`config.mk`:
```
export PLATFORM = sky130hd
export DESIGN_NAME = inst_fetch_ctrl
export DESIGN_NICKNAME = d
export VERILOG_FILES = /design/src/rtl/imem_fetch_pkg.sv /design/src/rtl/fetch_buffer.sv /design/src/rtl/inst_fetch_ctrl.sv
export SDC_FILE = /design/constraint.sdc
export NUM_CORES = 1
export LEC_CHECK = 0
export BUFFER_PORTS_ARGS = -buffer_cell sky130_fd_sc_hd__buf_2
export CAP_MARGIN = 20
export CORE_MARGIN = 8
export CORE_UTILIZATION = 55
export CTS_CLUSTER_SIZE = 30
export DETAILED_ROUTE_END_ITERATION = 7
export PLACE_DENSITY = 0.82
export SLEW_MARGIN = 20
export SYNTH_ARGS = -nofsm -noshare
export SYNTH_HDL_FRONTEND = slang
export SYNTH_SLANG_ARGS = --single-unit
```
`constraint.sdc`:
```
create_clock -name clk -period 3.3 [get_ports clk]
set_input_delay 0 -clock clk [delete_from_list [all_inputs] [get_ports clk]]
set_output_delay 0 -clock clk [all_outputs]
set_load 0.01 [all_outputs]
```
`src/rtl/imem_fetch_pkg.sv`:
```
// Shared types for the instruction fetch sequencer: FSM states, widths and the
// {pc, inst} entry carried through the fetch buffer.
package imem_fetch_pkg;

    localparam int unsigned PC_W   = 64;
    localparam int unsigned INST_W = 32;

    localparam logic [INST_W-1:0] NOP = 32'h0000_0013;

    typedef enum logic [1:0] {
        BOOT = 2'd0,
        RUN  = 2'd1,
        HALT = 2'd2
    } fetch_state_e;

    typedef struct packed {
        logic [PC_W-1:0]   pc;
        logic [INST_W-1:0] inst;
    } fetch_entry_t;

    // Word-aligned and no later than the last full word of memory.
    function automatic logic pc_legal(input logic [PC_W-1:0] pc,
                                      input logic [PC_W-1:0] last_pc);
        return (pc[1:0] == 2'b00) && (pc <= last_pc);
    endfunction

endpackage

```
`src/rtl/fetch_buffer.sv`:
```
// Small synchronous FIFO holding fetched {pc, inst} entries; flush beats push.
module fetch_buffer
    import imem_fetch_pkg::*;
#(
    parameter int unsigned BUF_DEPTH = 2
) (
    input  logic         clk,
    input  logic         reset_n,
    input  logic         push,
    input  fetch_entry_t push_data,
    input  logic         pop,
    input  logic         flush,
    output logic         full,
    output logic         empty,
    output fetch_entry_t head
);

    localparam int unsigned AW = $clog2(BUF_DEPTH);

    // Pointers carry one extra wrap bit to tell full from empty.
    logic [AW:0]  wr_ptr_q, wr_ptr_d;
    logic [AW:0]  rd_ptr_q, rd_ptr_d;
    fetch_entry_t mem_q [BUF_DEPTH];
    logic         do_push, do_pop;

    assign empty   = (wr_ptr_q == rd_ptr_q);
    assign full    = (wr_ptr_q[AW] != rd_ptr_q[AW]) &&
                     (wr_ptr_q[AW-1:0] == rd_ptr_q[AW-1:0]);
    assign do_pop  = pop && !empty;
    assign do_push = push && (!full || do_pop);
    assign head    = mem_q[rd_ptr_q[AW-1:0]];

    always_comb begin
        wr_ptr_d = wr_ptr_q;
        rd_ptr_d = rd_ptr_q;
        if (flush) begin
            wr_ptr_d = '0;
            rd_ptr_d = '0;
        end else begin
            if (do_push) wr_ptr_d = wr_ptr_q + {{AW{1'b0}}, 1'b1};
            if (do_pop)  rd_ptr_d = rd_ptr_q + {{AW{1'b0}}, 1'b1};
        end
    end

    always_ff @(posedge clk or negedge reset_n) begin
        if (!reset_n) begin
            wr_ptr_q <= '0;
            rd_ptr_q <= '0;
            for (int i = 0; i < BUF_DEPTH; i++) mem_q[i] <= '0;
        end else begin
            wr_ptr_q <= wr_ptr_d;
            rd_ptr_q <= rd_ptr_d;
            if (do_push && !flush) mem_q[wr_ptr_q[AW-1:0]] <= push_data;
        end
    end

endmodule

```
`src/rtl/inst_fetch_ctrl.sv`:
```
// Fetch sequencer: PC, BOOT/RUN/HALT control, redirect/range checks, fetch buffer.
// Optional FETCH_BYPASS_EN forwards the current fetch straight to decode when the buffer is empty.
module inst_fetch_ctrl
    import imem_fetch_pkg::*;
#(
    parameter logic [PC_W-1:0] RESET_PC  = 64'h0,
    parameter int unsigned     MEM_BYTES = 132,
    parameter int unsigned     BUF_DEPTH = 2
) (
    input  logic              clk,
    input  logic              reset_n,
    output logic [PC_W-1:0]   inst_addr,
    input  logic [INST_W-1:0] inst_data,
    output logic              out_valid,
    input  logic              out_ready,
    output logic [PC_W-1:0]   out_pc,
    output logic [INST_W-1:0] out_inst,
    input  logic              redirect_valid,
    input  logic [PC_W-1:0]   redirect_pc,
    input  logic              halt_req,
    output logic              halted,
    output logic              fault
);

    localparam logic [PC_W-1:0] LAST_PC = PC_W'(MEM_BYTES) - PC_W'(4);

    fetch_state_e    state_q, state_d;
    logic [PC_W-1:0] pc_q, pc_d;
    logic            fault_q, fault_d;

    logic            buf_push, buf_pop, buf_flush, buf_full, buf_empty;
    fetch_entry_t    buf_head, fetch_word;
    logic            bypass, can_fetch, redirect_ok;

    assign fetch_word.pc   = pc_q;
    assign fetch_word.inst = inst_data;
    assign redirect_ok     = pc_legal(redirect_pc, LAST_PC);

`ifdef FETCH_BYPASS_EN
    assign bypass = (state_q == RUN) && buf_empty && !redirect_valid && !halt_req &&
                    (pc_q <= LAST_PC);
`else
    assign bypass = 1'b0;
`endif

    always_comb begin
        out_valid = !buf_empty;
        out_pc    = buf_empty ? '0 : buf_head.pc;
        out_inst  = buf_empty ? '0 : buf_head.inst;
        if (bypass) begin
            out_valid = 1'b1;
            out_pc    = pc_q;
            out_inst  = inst_data;
        end
    end

    assign buf_pop   = out_valid && out_ready && !bypass;
    assign can_fetch = !buf_full || buf_pop;

    always_comb begin
        state_d   = state_q;
        pc_d      = pc_q;
        fault_d   = fault_q;
        buf_push  = 1'b0;
        buf_flush = 1'b0;
        unique case (state_q)
            BOOT: state_d = RUN;
            RUN: begin
                if (redirect_valid && !halt_req) begin
                    // The word fetched this cycle is dropped along with the buffer.
                    buf_flush = 1'b1;
                    if (redirect_ok) begin
                        pc_d = redirect_pc;
                    end else begin
                        fault_d = 1'b1;
                        state_d = HALT;
                    end
                end else if (pc_q > LAST_PC) begin
                    fault_d = 1'b1;
                    state_d = HALT;
                end else begin
                    if (bypass && out_ready) begin
                        pc_d = pc_q + PC_W'(4);
                    end else if (can_fetch) begin
                        buf_push = 1'b1;
                        pc_d     = pc_q + PC_W'(4);
                    end
                    if (halt_req) state_d = HALT;
                end
            end
            HALT: begin
                if (redirect_valid && !halt_req) begin
                    buf_flush = 1'b1;
                    if (redirect_ok) begin
                        pc_d    = redirect_pc;
                        fault_d = 1'b0;
                        state_d = RUN;
                    end else begin
                        fault_d = 1'b1;
                    end
                end
            end
            default: state_d = BOOT;
        endcase
    end

    always_ff @(posedge clk or negedge reset_n) begin
        if (!reset_n) begin
            state_q <= BOOT;
            pc_q    <= RESET_PC;
            fault_q <= 1'b0;
        end else begin
            state_q <= state_d;
            pc_q    <= pc_d;
            fault_q <= fault_d;
        end
    end

    fetch_buffer #(
        .BUF_DEPTH (BUF_DEPTH)
    ) u_fetch_buffer (
        .clk       (clk),
        .reset_n   (reset_n),
        .push      (buf_push),
        .push_data (fetch_word),
        .pop       (buf_pop),
        .flush     (buf_flush),
        .full      (buf_full),
        .empty     (buf_empty),
        .head      (buf_head)
    );

    assign inst_addr = pc_q;
    assign halted    = (state_q == HALT);
    assign fault     = fault_q;

endmodule

```
# --- Yosys cells after proc, flatten, opt, wreduce, memory -nomap -nowiden ---
# Index checks and enable logic that the tools add are counted.
totals:
  in_bits: 101
  reg_bits: 263
  elab_cells: 91
  out_inout_bits: 163
classes:
  bitwise_logic: 2
  reduce_logical: 23
  eq_ne: 12
  magnitude_cmp: 5
  addsub: 3
  mux: 37
ops:
  columns: ["cell", "n"]
  rows:
  - ["64-bit 2-to-1 mux", 6]
  - ["96-bit 2-to-1 mux", 4]
  - ["192-bit bitwise mux", 1]
  - ["64-bit one-hot mux with 2 select lines", 1]
  - ["96-bit demux with 1-bit select", 1]
  - ["64-bit by 3-bit adder with 64-bit output, second input constant", 1]
  - ["64-bit by 8-bit greater-than comparator with 1-bit output, second input constant", 1]
  - ["64-bit by 8-bit less-or-equal comparator with 1-bit output, second input constant", 1]
  - ["32-bit 2-to-1 mux", 1]
  - ["2-bit 2-to-1 mux", 10]
  - ["3-bit != test, second input constant", 4]
  - ["4-bit AND reduction", 3]
  - ["1-bit 2-to-1 mux", 11]
  - ["1-bit logical AND", 8]
  - ["2-bit one-hot mux with 3 select lines", 1]
  - ["2-bit nonzero test", 3]
  - ["2-bit by 1-bit adder with 2-bit output, second input constant", 2]
  - ["2-bit >= comparator, second input constant", 2]
  - ["1-bit logical NOT", 4]
  - ["2-bit logical NOT", 2]
  - ["2-bit by 1-bit != test with 1-bit output, second input constant", 2]
  - ["4-bit != test, second input constant", 1]
  - ["1-bit NOT with 2-bit output", 2]
  - ["2-bit by 1-bit equality test with 1-bit output, second input constant", 1]
  - ["other kinds (8)", 9]

# --- Depth between registers and ports, before layout ---
logic_depth:
  word_depth: 11
  mapped_depth: 11
  mapped_depth_nobuf: 8

# --- By module ---
# Synthesis repeated with hierarchy kept, for this count alone.
unflattened:
  cells_unflattened: 1220
  hier_area_um2: 14004.7
by_module_without_submodules:
  columns: ["mod", "instances", "seq_area_each_um2", "area_each_um2", "cells_per_inst"]
  rows:
  - ["fetch_buffer", 1, 4904.7, 8759.7, 546]
  - ["inst_fetch_ctrl", 1, 1676.6, 5245.0, 674]

# --- Worst setup path after synthesis ---
# OpenSTA, ideal clock, no wires.
synth_path:
  path_kind: "reg2reg"
  start: "register pc_q[2], in the netlist inst_addr[2]"
  end: "register pc_q[54], in the netlist inst_addr[54]"
  stages_incl_launch_ff: 9
  arrival_time_ps: 2878
  setup_time_ps: 122
  slack_ps: 300
  path_buffers: 1
  period_less_slack_ps: 3000
  required_ps: 3178
  path_cell_list: "dfrtp_1 ha_1 nand4_2 or4_1 buf_2 or4_4 or4_4 a211o_1 a32o_1"
synth_via:
  elab_chain_len: 5
  word_cells_on_any_way: 8
  classes_between: "add/sub: 1; order compare: 1; eq/ne: 1; mux: 4; reduce/logical: 1"
synth_lines:
  columns: ["item", "line", "source"]
  rows:
  - ["start: declaration", "inst_fetch_ctrl.sv:28", "logic [PC_W-1:0] pc_q, pc_d;"]
  - ["start signal: assignment", "inst_fetch_ctrl.sv:114", "pc_q <= pc_d;"]
  - ["64-bit by 3-bit adder with 64-bit output", "inst_fetch_ctrl.sv:86", "pc_d = pc_q + PC_W'(4);"]
  - ["64-bit 2-to-1 mux", "inst_fetch_ctrl.sv:84", "end else if (can_fetch) begin"]
  - ["64-bit 2-to-1 mux", "inst_fetch_ctrl.sv:78", "end else if (pc_q > LAST_PC) begin"]
  - ["64-bit 2-to-1 mux", "inst_fetch_ctrl.sv:69", "if (redirect_valid && !halt_req) begin"]
  - ["64-bit one-hot mux with 2 select lines", "inst_fetch_ctrl.sv:66", "unique case (state_q)"]
# Several ways; a longest one is shown, not always the timed one. The select of a mux whose other input is x is not followed.
# A chain may end at the register's enable or synchronous reset.

# --- Worst setup path after layout ---
layout_path:
  start: "register pc_q[2], in the netlist inst_addr[2]"
  end: "register u_fetch_buffer.mem_q[105] (netlist name)"
layout_via:
  elab_chain_len: 6
layout_lines:
  columns: ["item", "line", "source"]
  rows:
  - ["64-bit by 8-bit greater-than comparator with 1-bit output", "inst_fetch_ctrl.sv:78", null]
  - ["1-bit 2-to-1 mux", "inst_fetch_ctrl.sv:78", null]
  - ["1-bit 2-to-1 mux", "inst_fetch_ctrl.sv:69", null]
  - ["1-bit 2-to-1 mux", "inst_fetch_ctrl.sv:66", null]
  - ["1-bit logical AND", "fetch_buffer.sv:30", "assign do_push = push && (!full || do_pop);"]
  - ["1-bit logical AND", "fetch_buffer.sv:53", "if (do_push && !flush) mem_q[wr_ptr_q[AW-1:0]] <= push_data;"]
  - ["end signal: indexed assignment", "fetch_buffer.sv:53", null]
  - ["end: declaration", "fetch_buffer.sv:23", "fetch_entry_t mem_q [BUF_DEPTH];"]
# No other way between the ends.

==> results.md <==
* Status: complete, no violations
* Max-cap violations at 0
* Initial Util at 55.60%
* FILL cells at 1723
* Unrepaired setup endpoints after global routing: false
* Critical path fanouts, max at 54
* Largest net degree at the start of global routing at 104
* Syn. warnings at 0
* Area after DPL at 14820 um^2
* Routed len/inst at 21.03 um
* HPWL after detailed placement at 25.71 mm
* Slew HR at 39.33%
* First-pass GRT wire length at 62.73 mm
* Vias per inst at 6.057
* Hold-fix buffers, CTS at 43
* Fin crit period at 3.134 ns
* Gate Count Post-Synth at 1226
* Predominant post-synthesis flop cell: dfrtp_1
* Fin Hold WS at 0.07135 ns
* Setup Skew at 0.01110 ns
* Placer congestion estimate at 0.9605
* Maximum VDD drop at 0.5234 mV
* TritonCTS clock tree: built
* Setup TNS at 0 ns
* Ratio of cells with drive above 1 in the final layout at 29.99%
* Remaining Overflow, GRT at 0
* Post-CTS sizing at 0
* Mapped cell area at 12970 um^2
* Cell Rows at 56
* Vias in the first global route at 11408
* Final setup viols at 0
* CTS buffer count at 28
* Routed Antenna Nets at 0
* Setup crit end kind: flop
* Via count at 11363
* Total die area at 28760 um^2
* Power Density at 488.3 nW/um^2
* Most frequent cells in the layout: 262 x dfrtp_1, 262 x buf_2, 140 x nor2_1
* Diodes inserted at 0
* Syn-to-layout area delta at 25.15%
* Worst min path class: in2async
* Initial antenna violation count at 0
* Register area at 6585 um^2
* Die Wd at 169.6 um
* H-Tree Depth at 1
* Register bit total from synthesis at 263
* Core footprint at 23330 um^2
* Async S/R FF share, synth at 100.0%
* Global Route Usage Sum at 26.91%
* Synth Area per Inst at 10.58 um^2
* Number of flops mapped to enable cells by yosys at 0
* Path type of the worst setup path: reg2reg
* Setup WS pre-CTS at 0.2316 ns
* Crit path required time at 3.71 ns
* Clock transition at path regs at 0.07 ns
* Drt initial violations at 1350
* Clock Sinks at 263
* Distinct cells, synth at 63
* Post-CTS setup buffers at 0
* Root Buffer: clkbuf_16
* Final nets at 1643
* 1st-pass router iterations at 7
* Final count of hold timing violations at 0
* Register area share after synthesis at 50.73%
* Die Height at 169.6 um
* Final core utilization at 69.59%
* Synthesized Nets at 1333
* Post-Layout Inst Area at 16240 um^2
* I/O Pins at 264
* Drt total wl at 39.46 mm
* Critical Path Source Type: flop
* Tcrit/Tclk final at 94.96%
* Fmax at 319.1 MHz
* Worst setup margin at 0.1662 ns
* # port buffers at 263
* Clock buffer depth at 3
* Pleak at 0.007974 uW
* Post-route DRC at 0
* Footprint of the multi-input gates at 5962 um^2
* Clock latency on the worst-skew pair at 0.54 ns
* CP Data Arrival Time at 3.55 ns
* Worst-Margin Slew at 0.9100 ns
* Slew Limit Fails at 0
==> through the flow <==
stage | std cells | total power [uW]
after detailed placement | 1782 | 4621
after CTS | 1876 | 7960
after global routing | 1876 | 8212
after global placement | 1782 | 4600
final | 1876 | 7929
after floorplan | 1226 | 4167
==> registers in the layout, indices dropped and copies added (netlist names) <==
name / cells
u_fetch_buffer.mem_q: 192
fault: 1
state_q: 2
u_fetch_buffer.wr_ptr_q: 2
u_fetch_buffer.rd_ptr_q: 2
inst_addr: 64
==> cell usage after synthesis, types with 9 or more instances <==
cell,n,area share (%)
dfrtp_1,263,51
nor2_1,140,4.1
mux2i_1,98,7.6
mux2_2,80,6.9
nor2b_1,63,3.0
and2_1,60,2.9
clkbuf_1,54,1.6
nand2_1,48,1.4
nor4_1,39,1.9
nand4_1,34,1.6
nand3_1,28,1.1
a21oi_1,27,1.0
nor3_1,25,0.96
inv_1,20,0.58
o21ai_0,19,0.73
a31oi_1,18,0.87
and3_1,17,0.82
nand2b_1,15,0.72
o211ai_1,15,0.87
buf_2,14,0.54
a41oi_1,13,0.88
a32o_1,10,0.77
o22ai_1,9,0.43
o2bb2ai_1,9,0.61
==> kinds of logic after synthesis <==
logic type / after synthesis / share of synthesized area (%)
AOI/OAI and AO/OA: 176 / 9.924
xor gates and xnor gates: 4 / 0.2701
adders and majority gates: 6 / 0.5786
buffers and inverters: 102 / 3.501
DFF: 263 / 50.73
muxes: 178 / 14.50
and+or+nand+nor: 497 / 20.49
==> where the power goes <==
group / switching (uW) / total [uW] / internal [uW]
combinational: 845 / 1330 / 483
sequential: 23.8 / 3290 / 3260
clock: 1350 / 3310 / 1970
total: 2220 / 7930 / 5710
==> layer usage <==
layer / up-vias / routed length (um) / GRT usage, %
met5: - / 0 / 0
met4: 0 / 1524 / 10.20
met3: 136 / 3352 / 4.931
met2: 621 / 18270 / 42.40
met1: 5550 / 16310 / 36.59
li1: 5056 / - / -
==> final cells by class <==
cell class / count / area share, %
Inverter: 20 / 0.4624
Timing Repair Buffer: 362 / 13.72
Tap cell: 319 / 2.458
Multi-Input combinational cell: 861 / 36.72
Sequential cell: 263 / 40.56
Clock buffer: 37 / 4.955
Clock inverter: 14 / 1.133
==> worst paths after layout <==
| check | endpoint | depth (start not counted) | slack [ns] | startpoint |
|---|---|---|---|---|
| hold reg to reg | u_fetch_buffer.mem_q[40] | 1 | 0.49 | u_fetch_buffer.mem_q[40] |
| max in group asynchronous | u_fetch_buffer.mem_q[150] | 3 | 2.25 | reset_n |
| hold / removal | u_fetch_buffer.mem_q[83] | 2 | 0.07 | reset_n |
| min in group clk | inst_addr[2] | 7 | 0.20 | redirect_pc[17] |
| setup / recovery | u_fetch_buffer.mem_q[105] | 9 | 0.17 | inst_addr[2] |
| setup reg to reg | u_fetch_buffer.mem_q[105] | 9 | 0.17 | inst_addr[2] |
==> critical path: stages, from the launching register on <==
cell and delay (ns):
dfrtp_1 0.46, inv_1 0.09, ha_1 0.13, or4b_1 0.44, o31a_1 0.28, nor3_4 0.20
nand3_1 0.18, nor4_4 0.48, buf_12 0.32, mux2_2 0.40
(Power assumes the default switching activity.)
